`src/rtl/st_encoder_pkg.sv`:
```
// Shared types and helpers for the streaming encoder stages.
// Byte-serializer additions: byte width, beat-to-byte helper, byte type, FSM states.
package st_encoder_pkg;

  localparam int ST_BYTE_W = 8;

  typedef logic [ST_BYTE_W-1:0] st_byte_t;

  // Byte serializer: EMPTY holds nothing, SEND is presenting bytes of the held beat
  typedef enum logic {
    S_EMPTY = 1'b0,
    S_SEND  = 1'b1
  } ser_state_t;

  // Number of whole bytes carried by one beat of the given bit width
  function automatic int bytes_per_beat(input int width);
    return width / ST_BYTE_W;
  endfunction

endpackage

```
`src/rtl/st_pkt_beat_hold.sv`:
```
// Beat holding register for the byte serializer.
// Captures beat data, sop/eop and the index of the last valid byte on load.
module st_pkt_beat_hold
  import st_encoder_pkg::*;
#(
  parameter int WIDTH = 32,
  parameter int NB    = bytes_per_beat(WIDTH),
  parameter int LW    = $clog2(NB)
) (
  input  logic             clk,
  input  logic             rst,
  input  logic             load,
  input  logic [WIDTH-1:0] in_data,
  input  logic             in_sop,
  input  logic             in_eop,
  input  logic [LW-1:0]    in_len,
  output logic [WIDTH-1:0] held_data,
  output logic             held_sop,
  output logic             held_eop,
  output logic [LW-1:0]    held_last
);

  logic [LW-1:0] last_calc;

  // Last byte index (nbytes-1); len only counts on eop beats, 0 meaning a full beat
  always_comb begin
    last_calc = LW'(NB - 1);
    if (in_eop && (in_len != '0)) begin
      last_calc = in_len - LW'(1);
    end
  end

  // Capture the accepted beat and its byte count
  always_ff @(posedge clk) begin
    if (rst) begin
      held_data <= '0;
      held_sop  <= 1'b0;
      held_eop  <= 1'b0;
      held_last <= '0;
    end else if (load) begin
      held_data <= in_data;
      held_sop  <= in_sop;
      held_eop  <= in_eop;
      held_last <= last_calc;
    end
  end

endmodule

```
`src/rtl/st_pkt_byte_serializer.sv`:
```
// Packet beat to byte stream serializer, one byte per cycle, no bubble across beats.
// Optional protocol checker enabled by defining ST_PKT_PROTO_CHECK_EN.
module st_pkt_byte_serializer
  import st_encoder_pkg::*;
#(
  parameter int WIDTH = 32
) (
  input  logic                         clk,
  input  logic                         rst,
  input  logic                         i_valid,
  output logic                         i_ready,
  input  logic                         i_sop,
  input  logic                         i_eop,
  input  logic [WIDTH-1:0]             i_data,
  input  logic [$clog2(WIDTH/8)-1:0]   i_len,
  output logic                         o_valid,
  input  logic                         o_ready,
  output st_byte_t                     o_data,
  output logic                         o_sop,
  output logic                         o_eop,
  output logic                         o_err
);

  localparam int NB = bytes_per_beat(WIDTH);
  localparam int LW = $clog2(NB);

  ser_state_t       state, state_nxt;
  logic [LW-1:0]    idx, idx_nxt;
  logic [WIDTH-1:0] held_data;
  logic             held_sop;
  logic             held_eop;
  logic [LW-1:0]    held_last;
  logic             accept;
  logic             take;
  logic             last;
  logic             keep;

  st_pkt_beat_hold #(
    .WIDTH (WIDTH),
    .NB    (NB),
    .LW    (LW)
  ) u_hold (
    .clk       (clk),
    .rst       (rst),
    .load      (keep),
    .in_data   (i_data),
    .in_sop    (i_sop),
    .in_eop    (i_eop),
    .in_len    (i_len),
    .held_data (held_data),
    .held_sop  (held_sop),
    .held_eop  (held_eop),
    .held_last (held_last)
  );

`ifdef ST_PKT_PROTO_CHECK_EN
  logic in_pkt;
  logic drop;
  logic restart;
  logic err_q;

  // Classify accepted beats against packet framing
  always_comb begin
    drop    = accept && !i_sop && !in_pkt;
    restart = accept && i_sop && in_pkt;
    keep    = accept && !drop;
  end

  // Track packet framing and pulse o_err for one cycle on a violation
  always_ff @(posedge clk) begin
    if (rst) begin
      in_pkt <= 1'b0;
      err_q  <= 1'b0;
    end else begin
      err_q <= drop || restart;
      if (accept && !drop) begin
        in_pkt <= !i_eop;
      end
    end
  end

  assign o_err = err_q;
`else
  // Every accepted beat is loaded unchecked
  always_comb begin
    keep = accept;
  end

  assign o_err = 1'b0;
`endif

  // Handshake terms: i_ready depends only on registered state and o_ready
  always_comb begin
    last    = (idx == held_last);
    o_valid = (state == S_SEND);
    i_ready = (state == S_EMPTY) || ((state == S_SEND) && last && o_ready);
    accept  = i_valid && i_ready;
    take    = o_valid && o_ready;
  end

  // Next state and byte index; a beat loaded on the last byte restarts at index 0
  always_comb begin
    state_nxt = state;
    idx_nxt   = idx;
    unique case (state)
      S_EMPTY: begin
        if (keep) begin
          state_nxt = S_SEND;
          idx_nxt   = '0;
        end
      end
      S_SEND: begin
        if (take) begin
          if (last) begin
            state_nxt = keep ? S_SEND : S_EMPTY;
            idx_nxt   = '0;
          end else begin
            idx_nxt = idx + LW'(1);
          end
        end
      end
      default: begin
        state_nxt = S_EMPTY;
        idx_nxt   = '0;
      end
    endcase
  end

  // State and byte index registers
  always_ff @(posedge clk) begin
    if (rst) begin
      state <= S_EMPTY;
      idx   <= '0;
    end else begin
      state <= state_nxt;
      idx   <= idx_nxt;
    end
  end

  // Output byte select, most significant byte first; framing gated by o_valid
  always_comb begin
    o_data = '0;
    for (int unsigned b = 0; b < NB; b++) begin
      if (idx == LW'(b)) begin
        o_data = held_data[WIDTH-1-ST_BYTE_W*b -: ST_BYTE_W];
      end
    end
    o_sop = o_valid && held_sop && (idx == '0);
    o_eop = o_valid && held_eop && last;
  end

endmodule

```
`config.mk`:
```
export PLATFORM = sky130hd
export DESIGN_NAME = st_pkt_byte_serializer
export DESIGN_NICKNAME = d
export VERILOG_FILES = /design/src/rtl/st_encoder_pkg.sv /design/src/rtl/st_pkt_beat_hold.sv /design/src/rtl/st_pkt_byte_serializer.sv
export SDC_FILE = /design/constraint.sdc
export NUM_CORES = 1
export LEC_CHECK = 0
export CAP_MARGIN = 20
export CORE_ASPECT_RATIO = 1.75
export CORE_MARGIN = 3
export CORE_UTILIZATION = 37
export CTS_BUF_LIST = sky130_fd_sc_hd__clkbuf_4 sky130_fd_sc_hd__clkbuf_8
export CTS_CLUSTER_DIAMETER = 30
export CTS_CLUSTER_SIZE = 12
export DETAILED_ROUTE_END_ITERATION = 12
export GPL_TIMING_DRIVEN = 0
export HOLD_SLACK_MARGIN = 0.08
export PLACE_DENSITY = 0.57
export SLEW_MARGIN = 20
export SYNTH_ARGS = -nofsm -noshare
export SYNTH_HDL_FRONTEND = slang
export SYNTH_SLANG_ARGS = --single-unit
```
`constraint.sdc`:
```
create_clock -name clk -period 2.4 [get_ports clk]
set_input_delay 0.48 -clock clk [delete_from_list [all_inputs] [get_ports clk]]
set_output_delay 0.48 -clock clk [all_outputs]
set_load 0.02 [all_outputs]
```
==> impl_metrics.toml, run 1 <==
[flow_run]
cap_violations = 0

[cells_and_area]
antenna_cells = 0
drive_gt1_frac = 0.2332
fin_area_um2 = 4222
nets = 521
synthToLayoutAreaGrowth_pct = 26.65

[floorplanning]
fp.coreArea_um2 = 8727
pin_count = 53
start_util = 0.3819
die_h_um = 131.6
die-area_um2 = 10230
die_width_um = 77.75
rows = 45

[global_route]
grt_pass1_wl_um = 18150
grt_max_degree = 12
grt_pass1_vias = 3360
antenna_found_initial = 0
overflow = 0
grtUsageTotal = 0.2224

[detailed_routing]
drt_iter0_drc = 195
vias = 3377
viasPerCell = 5.695
drc = 0
dr.pass1.iters = 4
ant_nets = 0
routed_wl_um = 11140
route.detailed.wl_per_inst_um = 18.78

[sta]
worst_pin_slew_ns = 0.5488
finClkSkew_ns = 0.002416
finalSetupTns_ns = 0
fmax_mhz = 428.0
fin_hold_ws_ns = 0.5441
min_period_ns = 2.337
finalHoldViolCount = 0
slew_headroom = 0.6342
fin_crit_sh = 0.9736
maxSlewViolCount = 0
fin_ws_ns = 0.06346
finalSetupViolations = 0

[power_and_ir_drop]
p_per_area_nw_per_um2 = 482.3
p_leak_nw = 1.619
ir_worst_vdd_v = 0.0002249

[critical_path]
slowest_delay_ns = 0.43
critPathKind = "reg -> out"
critPathLaunchType = "flop"
cp.buffers_inverters = 3
required_ns = 1.92
slowest_stage = "dfxtp_4"
crit_path_max_fanout = 10
arrival_ns = 1.86
path_cells = "inv_2, ha_4, clkbuf_4, o21ai_2, a22o_1, clkdlybuf4s15_2"
cp-end-kind = "output port"
crit_family = "buffers and inverters"

[clocking]
cts_tree = "yes"
numCtsBuffers = 5
clk_pin_slew_ns = 0.08
cts_root_buf = "clkbuf_8"
holdBufCountCts = 0
cts_sinks = 39
cts_max_level = 2
clock_latency_ns = 0.31
clockBufferDepth = 2

[placed_design]
hpwlAfterDp_um = 8124
placed_cell_area_um2 = 3980
place_worst_setup_slack_ns = -0.4561
portBuffers = 50
gp_congestion = 0.8818

[synth]
netlist_top_cells_area = "dfxtp_1 (23%), nor2b_1 (12%), o211ai_2 (11%)"
synth_area_per_cell_um2 = 8.051
synth_top_family_by_area = "simple AND/OR/NAND/NOR gates"
muxShareOfSynthArea = 0
synthCells = 414
yosys.area_share.simple = 0.3727
synthDistinctLibCells = 34
synthAdderAreaFrac = 0.01877
synth-xor-area-share = 0.01727
seq_area_frac_synth = 0.2342
synth-warning-count = 0
yosysTopAreaCellShare = 0.2342
synth.net_count = 459
synth-seq-cells = 39
synth_area_um2 = 3333
yosysTopAreaCell = "dfxtp_1"
synth_compound_area_frac = 0.2661

[worst_hold_path]
hold_class = "reg -> reg"

[run_status]
outcome = "complete, no violations"
-- synth_stat cells --
cell,count
nor2b_1,62
nand2_1,44
dfxtp_1,39
a31oi_1,34
nand4_1,34
o211ai_2,30
buf_2,26
nor4bb_1,26
clkbuf_1,19
a21oi_1,18
inv_1,13
a22o_1,8
and2b_1,8
o21ai_0,8
and4bb_2,7
a311oi_1,5
ha_1,5
o211ai_1,4
buf_6,3
nand3_1,3
and3_1,2
buf_4,2
o2111ai_1,2
xnor2_2,2
and2_1,1
and4bb_1,1
conb_1,1
nand2_2,1
nand2b_1,1
nor2_1,1
nor2_2,1
o31ai_1,1
xor2_1,1
xor2_2,1
-- stage by stage --
step                power, mW  instances  utilization
finish                  2.036        593       0.4837
detailed placement      1.534        581       0.4561
global route            2.146        593       0.4837
global placement        1.526        581       0.4561
floorplan               1.263        414            -
CTS                     2.035        589       0.4754
-- routing by layer --
metal  track usage  vias to the layer above  wire [um]
met5             0                        -          0
met4       0.08218                        0        267
met3       0.03361                       16        435
met2        0.3960                       98       5813
met1        0.2626                     1601       4618
li1              -                     1662          -
-- where the power goes --
part	internal [mW]	total [mW]	switching, mW
Sequential	0.724	0.783	0.0587
Clock	0.226	0.482	0.256
Combinational	0.340	0.771	0.431
Total	1.29	2.04	0.746
-- path summary, 6_finish.rpt --
check,startpoint,to,slack (ns),depth (start not counted)
max,idx[1],o_data[6],0.06,6
min,idx[0],idx[0],0.54,2
max reg2reg,o_valid,u_hold.held_data[2],0.77,4
min reg2reg,idx[0],idx[0],0.54,2
-- cell families (layout without fill, tap and decap cells) --
logic type	after synthesis	after routing
AO/OA/AOI/OAI	110	110
XOR/XNOR	4	4
flip-flops	39	39
buffers and inverters	63	125
AND/OR/NAND/NOR	192	192
other	1	1
adder cells (fa/ha/maj)	5	5
-- area by class of cell --
type                    count  area (um2)
fillers                   902        4506
multi-input cells         312        2332
flip-flops and latches     39       790.8
repair buffers             58       554.3
plain buffers              47       257.7
well taps                 117       146.4
clock buffers               6       82.58
inverters                  13       52.55
clock inverters             1       5.005
-- cells in the final DEF (no fill, tap or decap), types with 3 or more instances in the layout --
cell type	count
nor2b_1	62
o21ai_0	3
dfxtp_1	35
nor4bb_1	26
and2b_1	8
nand3_1	3
o21ai_1	3
o211ai_2	30
buf_4	13
clkbuf_1	14
buf_6	4
dlymetal6s2s_1	3
clkdlybuf4s50_1	38
a21oi_1	17
inv_1	11
nand2_1	44
nand4_1	34
o211ai_1	4
and4bb_2	7
buf_2	24
a31oi_1	34
clkdlybuf4s15_2	4
a311oi_1	5
clkbuf_8	6
a22o_1	8
ha_4	3
-- worst reg2reg max path: cells and delay by family, from the launching register on --
family,cells,cell delay (ns)
flip-flops,1,0.51
buffers and inverters,1,0.43
AND/OR/NAND/NOR,1,0.28
AO/OA/AOI/OAI,2,0.28
-- repair_timing --
| item | CTS | global route |
|---|---|---|
| gates resized for setup | 47 | 18 |
| endpoints found under the setup margin | 11 | 10 |
| pin swaps | 3 | 1 |
| setup buffers | 4 | 4 |
-- flip-flops by register name, indices dropped and copies added (netlist names) --
signal	count
u_hold.held_data	32
idx	2
u_hold.held_last	2
o_valid	1
u_hold.held_eop	1
u_hold.held_sop	1
Power figures use the tool's default switching activity.
==> inputs of run 2 (changes only) <==
==> constraint.sdc (replaced) <==
create_clock -name clk -period 2.4 [get_ports clk]
set_input_delay 0.36 -clock clk [delete_from_list [all_inputs] [get_ports clk]]
set_output_delay 0.36 -clock clk [all_outputs]
set_load 0.02 [all_outputs]
==> impl_metrics.toml, run 2 (synthesized netlist as in run 1, its figures left out) <==
[sta]
finalSetupViolations = 0
min_period_ns = 2.330
finalHoldViolCount = 0
worst_pin_slew_ns = 0.5541
fin_crit_sh = 0.9709
finClkSkew_ns = 0.002678
fin_hold_ws_ns = 0.4837
slew_headroom = 0.6306
rsz0062_at_grt = "no"
maxSlewViolCount = 0
fmax_mhz = 429.1

[critical_path]
required_ns = 2.04
rr_startpoint = "o_valid"
path_cells = "inv_1, ha_2, clkbuf_4, o21ai_2, a22o_1, dlygate4sd2_1"
critPathLaunchType = "flop"
slowest_stage = "dfxtp_4"
arrival_ns = 1.97
r2r-end = "u_hold.held_data[29]"
crit_path_max_fanout = 10
r2r_cells = 4
reg2reg_slack_ns = 0.78
crit_family = "buffers and inverters"
cp.buffers_inverters = 3
slowest_delay_ns = 0.42
critPathKind = "reg -> out"
cp-startpoint = "idx[1]"
cp-end-kind = "output port"

[cells_and_area]
max_flop_register = "u_hold.held_data"
largest_register_ffs = 32
reg_top3 = "u_hold.held_data: 32 flops, idx: 2 flops, u_hold.held_last: 2 flops"
instances_no_fill = 586
final_common_cell = "nor2b_1"
drive_gt1_frac = 0.1983
fin_area_um2 = 4126
nets = 514
synthToLayoutAreaGrowth_pct = 23.80
final_cell_mix = "nor2b_1 (62), nand2_1 (44), clkdlybuf4s50_1 (40)"
antenna_cells = 0

[detailed_routing]
vias = 3336
drt_iter0_drc = 214
routed_wl_um = 11040
route.detailed.wl_per_inst_um = 18.84
drc = 0
dr.pass1.iters = 4
viasPerCell = 5.693
ant_nets = 0

[power_and_ir_drop]
p_sw_uw = 743.1
p_clk_frac = 0.239
p_leak_nw = 1.574
p_per_area_nw_per_um2 = 489.8
ir_worst_vdd_v = 0.0002009
p_seq_frac = 0.388
total_power_mw = 2.021
p_int_mw = 1.278
sw_frac_of_total = 0.3677
power_frac_comb = 0.373

[flow_run]
cap_violations = 0

[global_route]
grtUsageTotal = 0.2208
grt_pass1_vias = 3335
busiest_layer = "met2"
grt_pass1_wl_um = 18020
grt_max_degree = 12
grt_util_met2 = 0.3879
overflow = 0
use_met3 = 0.03429
grtUsageMet1 = 0.2629
antenna_found_initial = 0

[clocking]
clk_pin_slew_ns = 0.08
cts_root_buf = "clkbuf_8"
cts_tree = "yes"
numCtsBuffers = 5
clockBufferDepth = 2
cts_sinks = 39
clock_latency_ns = 0.31
cts_max_level = 2
holdBufCountCts = 0

[worst_hold_path]
worstHoldEndpoint = "idx[0]"
hold_path_depth = 2
hold_class = "in -> reg"
min-delay-start = "rst"

[placed_design]
gp_congestion = 0.8818
place_inst = 581
placed_cell_area_um2 = 3980
portBuffers = 50
hpwlAfterDp_um = 8124

[floorplanning]
rows = 45
die_width_um = 77.75
start_util = 0.3819
die_h_um = 131.6
die-area_um2 = 10230
fp.coreArea_um2 = 8727
pin_count = 53

[run_status]
outcome = "complete, no violations"
run 2: layout make-up:
| type | count | area [um2] |
|---|---|---|
| inverter | 13 | 48.80 |
| sequential | 39 | 788.3 |
| buffer | 47 | 257.7 |
| tap | 117 | 146.4 |
| multi-input combinational | 312 | 2303 |
| clock inverter | 1 | 5.005 |
| timing repair buffer | 51 | 494.2 |
| fill | 910 | 4601 |
| clock buffer | 6 | 82.58 |
run 2: worst max path at each step:
| stage | end | slack (ns) | cells after the start |
|---|---|---|---|
| after floorplan | o_data[4] | 0.56 | 7 |
| after global placement | o_data[6] | -0.30 | 6 |
| after detailed placement | o_data[6] | -0.34 | 6 |
| after CTS | o_data[5] | 0.003 | 7 |
| after global routing | o_data[3] | 0.007 | 6 |
| final | o_data[6] | 0.07 | 6 |
run 2: per-stage QoR:
stage               TNS, ns  utilization  worst slack (ns)
floorplan                 0            -            0.5619
global placement     -1.663       0.4561           -0.2953
detailed placement   -1.923       0.4561           -0.3361
CTS                       0       0.4714          0.003205
global route              0       0.4728          0.007154
finish                    0       0.4728           0.06975
run 2: power by group through the flow:
stage               sequential (mW)  combinational, mW  clock (mW)
floorplan                     0.771              0.492           0
global placement              0.795              0.731           0
detailed placement            0.794              0.740           0
CTS                           0.782              0.751       0.490
global route                  0.792              0.818       0.520
finish                        0.783              0.754       0.483
run 2: timing repair:
item | CTS | global route
setup endpoints to repair | 11 | 10
gates resized for setup | 31 | 12
pin swaps | 1 | 0
setup buffers | 1 | 0
run 2: layer usage:
metal | routed length (um) | share of wire
met5 | 0 | 0
met1 | 4624 | 0.42
met2 | 5684 | 0.51
met4 | 331 | 0.030
met3 | 398 | 0.036
==> RTL change: new RTL, config.mk and constraints of run 2 <==
`ST_BYTE_W`: 8 -> 10.
--- a/src/rtl/st_encoder_pkg.sv
+++ b/src/rtl/st_encoder_pkg.sv
@@ -2,7 +2,7 @@
 // Byte-serializer additions: byte width, beat-to-byte helper, byte type, FSM states.
 package st_encoder_pkg;
 
-  localparam int ST_BYTE_W = 8;
+  localparam int ST_BYTE_W = 10;
 
   typedef logic [ST_BYTE_W-1:0] st_byte_t;
 
Interface: changed (resized o_data); port bits go from 53 to 55. No check against the original RTL was run, so the function may have changed too.
==> RTL change against run 2 <==
Final area shrank 4.4%; area after synthesis shrank 4.9%; sequential cell count shrank 2; critical path depth shrank 1; power shrank 4.7%; worst setup slack lost 8.8 ps; routed wire length grew 0.64%; die area shrank 4.6%; critical endpoint is now o_eop; largest cell class unchanged.
==> RTL change: results (changes against run 2) <==
* Status: completed
* Port bufs at 49 (-2.0%)
* DRT iter0 DRCs at 283 (+32%)
* First-pass GRT wire length at 17600 µm (-2.2%)
* WHS Path Cells at 2 (unchanged)
* Reg2reg end: u_hold.held_eop
* Syn nets at 439 (-4.4%)
* Antenna violations before repair at 0 (unchanged)
* Share of layout cells above drive strength 1 at 0.189 (-0.00928)
* Vias in the first global route at 3331 (-0.12%)
* Slowest cell on the critical path: clkdlybuf4s50_1
* Post-synth ARST share at 0 (unchanged)
* Detailed placement HPWL at 7880 µm (-3.0%)
* Least-Margin Pin Slew at 575 ps (+21.3 ps)
* Worst path max stage delay at 620 ps (+200 ps)
* Nets at 498 (-3.1%)
* First-pass detailed-route iteration total at 5 (+1)
* Leak at 0.00148 µW (-5.8%)
* Root Buffer: clkbuf_8
* Largest cells by area after synthesis: dfxtp_1, nor2b_1, o211ai_2
* Hold Crit Start: o_ready
* H-tree depth at 2 (unchanged)
* CTS Buffer Depth at 2 (unchanged)
* DR vias/cell at 5.80 (+1.9%)
* WP data arrival at 1980 ps
* Hold slack at 384 ps (-99.5 ps)
* Clock transition at path regs at 80 ps (about the same)
* CP max FO at 6 (-4)
* GPL Wtd Cong at 0.862 (-2.2%)
* Largest regs: u_hold.held_data (30), idx (2), u_hold.held_last (2)
* Wire per inst at 19.5 µm (+3.5%)
* Register area share after synthesis at 0.234 (-0.000519)
* All-Layer GR Usage at 0.226 (+0.00559)
* Crit-path leading delay family: buffers and inverters
* Internal at 1220 µW (-4.5%)
* Cts bufs inserted at 5 (unchanged)
* Cells on worst reg2reg path at 5 (+1)
* VDD IR max at 219 µV (+8.9%)
* Dpl ws at -151 ps (+185 ps)
* Worst hold endpoint: o_valid
* Synth top cells by count: nor2b_1, nand2_1, dfxtp_1, nand4_1
* Clock skew at 3.19 ps (+0.510 ps)
* Filler cells at 854 (-6.2%)
* Largest net degree at the start of global routing at 11 (-1)
* HP Class: input port to register
RTL change: changes by cell type after synthesis, sizes merged, moves of 3 or more:
cell,before,now
and4bb,8,0
a22o,8,0
nor2b,62,66
a21oi,18,12
inv,13,6
and2b,8,0
and3b,0,11
buf,31,21
nor4bb,26,32
a311oi,5,2
clkbuf,19,29
RTL change: layout make-up:
cell class	count	area [µm²]	share of cell area
inverters	6	22.5	0.00571
clock buffers	8	91.3	0.0232
well taps	115	144	0.0365
multi-input cells	302	2210	0.560
repair buffers	52	479	0.122
plain buffers	50	246	0.0625
flip-flops and latches	37	751	0.190
RTL change: metal layers:
layer  wire (µm)  vias to the layer above  part of all wire  GRT usage
met5           0                        -                 0          0
met4         354                        0             0.032     0.0971
met3         498                       27             0.045     0.0294
met2        5690                      113              0.51      0.413
met1        4570                     1589              0.41      0.266
li1            -                     1579                 -          -
RTL change: per-stage QoR:
step                      cell area, µm²  instances  setup TNS (ps)
after floorplan                     3170        395               0
after global placement              3800        559            -878
after detailed placement            3800        559           -1090
after CTS                           3930        568               0
after global routing                3940        570           -5.48
final                               3940        570               0
RTL change: power groups by stage:
stage	registers, µW	logic (µW)	clock network (µW)
after floorplan	723	451	0
after global placement	746	678	0
after detailed placement	746	685	0
after CTS	733	687	502
after global routing	740	749	525
final	735	695	496
RTL change: how the worst max path moves through the flow:
stage	to	slack (ps)	from
after CTS	o_data[4]	0.4	idx[1]
after floorplan	o_data[0]	440	idx[1]
after global placement	o_data[0]	-120	idx[0]
final	o_eop	60	idx[1]
after global routing	o_data[9]	-5	idx[1]
after detailed placement	o_data[0]	-150	idx[0]
RTL change: kinds of logic after synthesis:
family          count (synthesis)  share of synthesized area
simple gates                  199                      0.403
buf+inv                        56                     0.0813
other cells                     1                    0.00118
compound gates                 94                      0.245
xor+xnor                        4                     0.0205
flops                          37                      0.234
fa+ha+maj                       4                     0.0158
RTL change: timing repair:
item / CTS / global route
setup buffers: 1 / 2
gates resized for setup: 23 / 32
gates cloned: 0 / 0
pin swaps: 1 / 1
endpoints found under the setup margin: 13 / 12
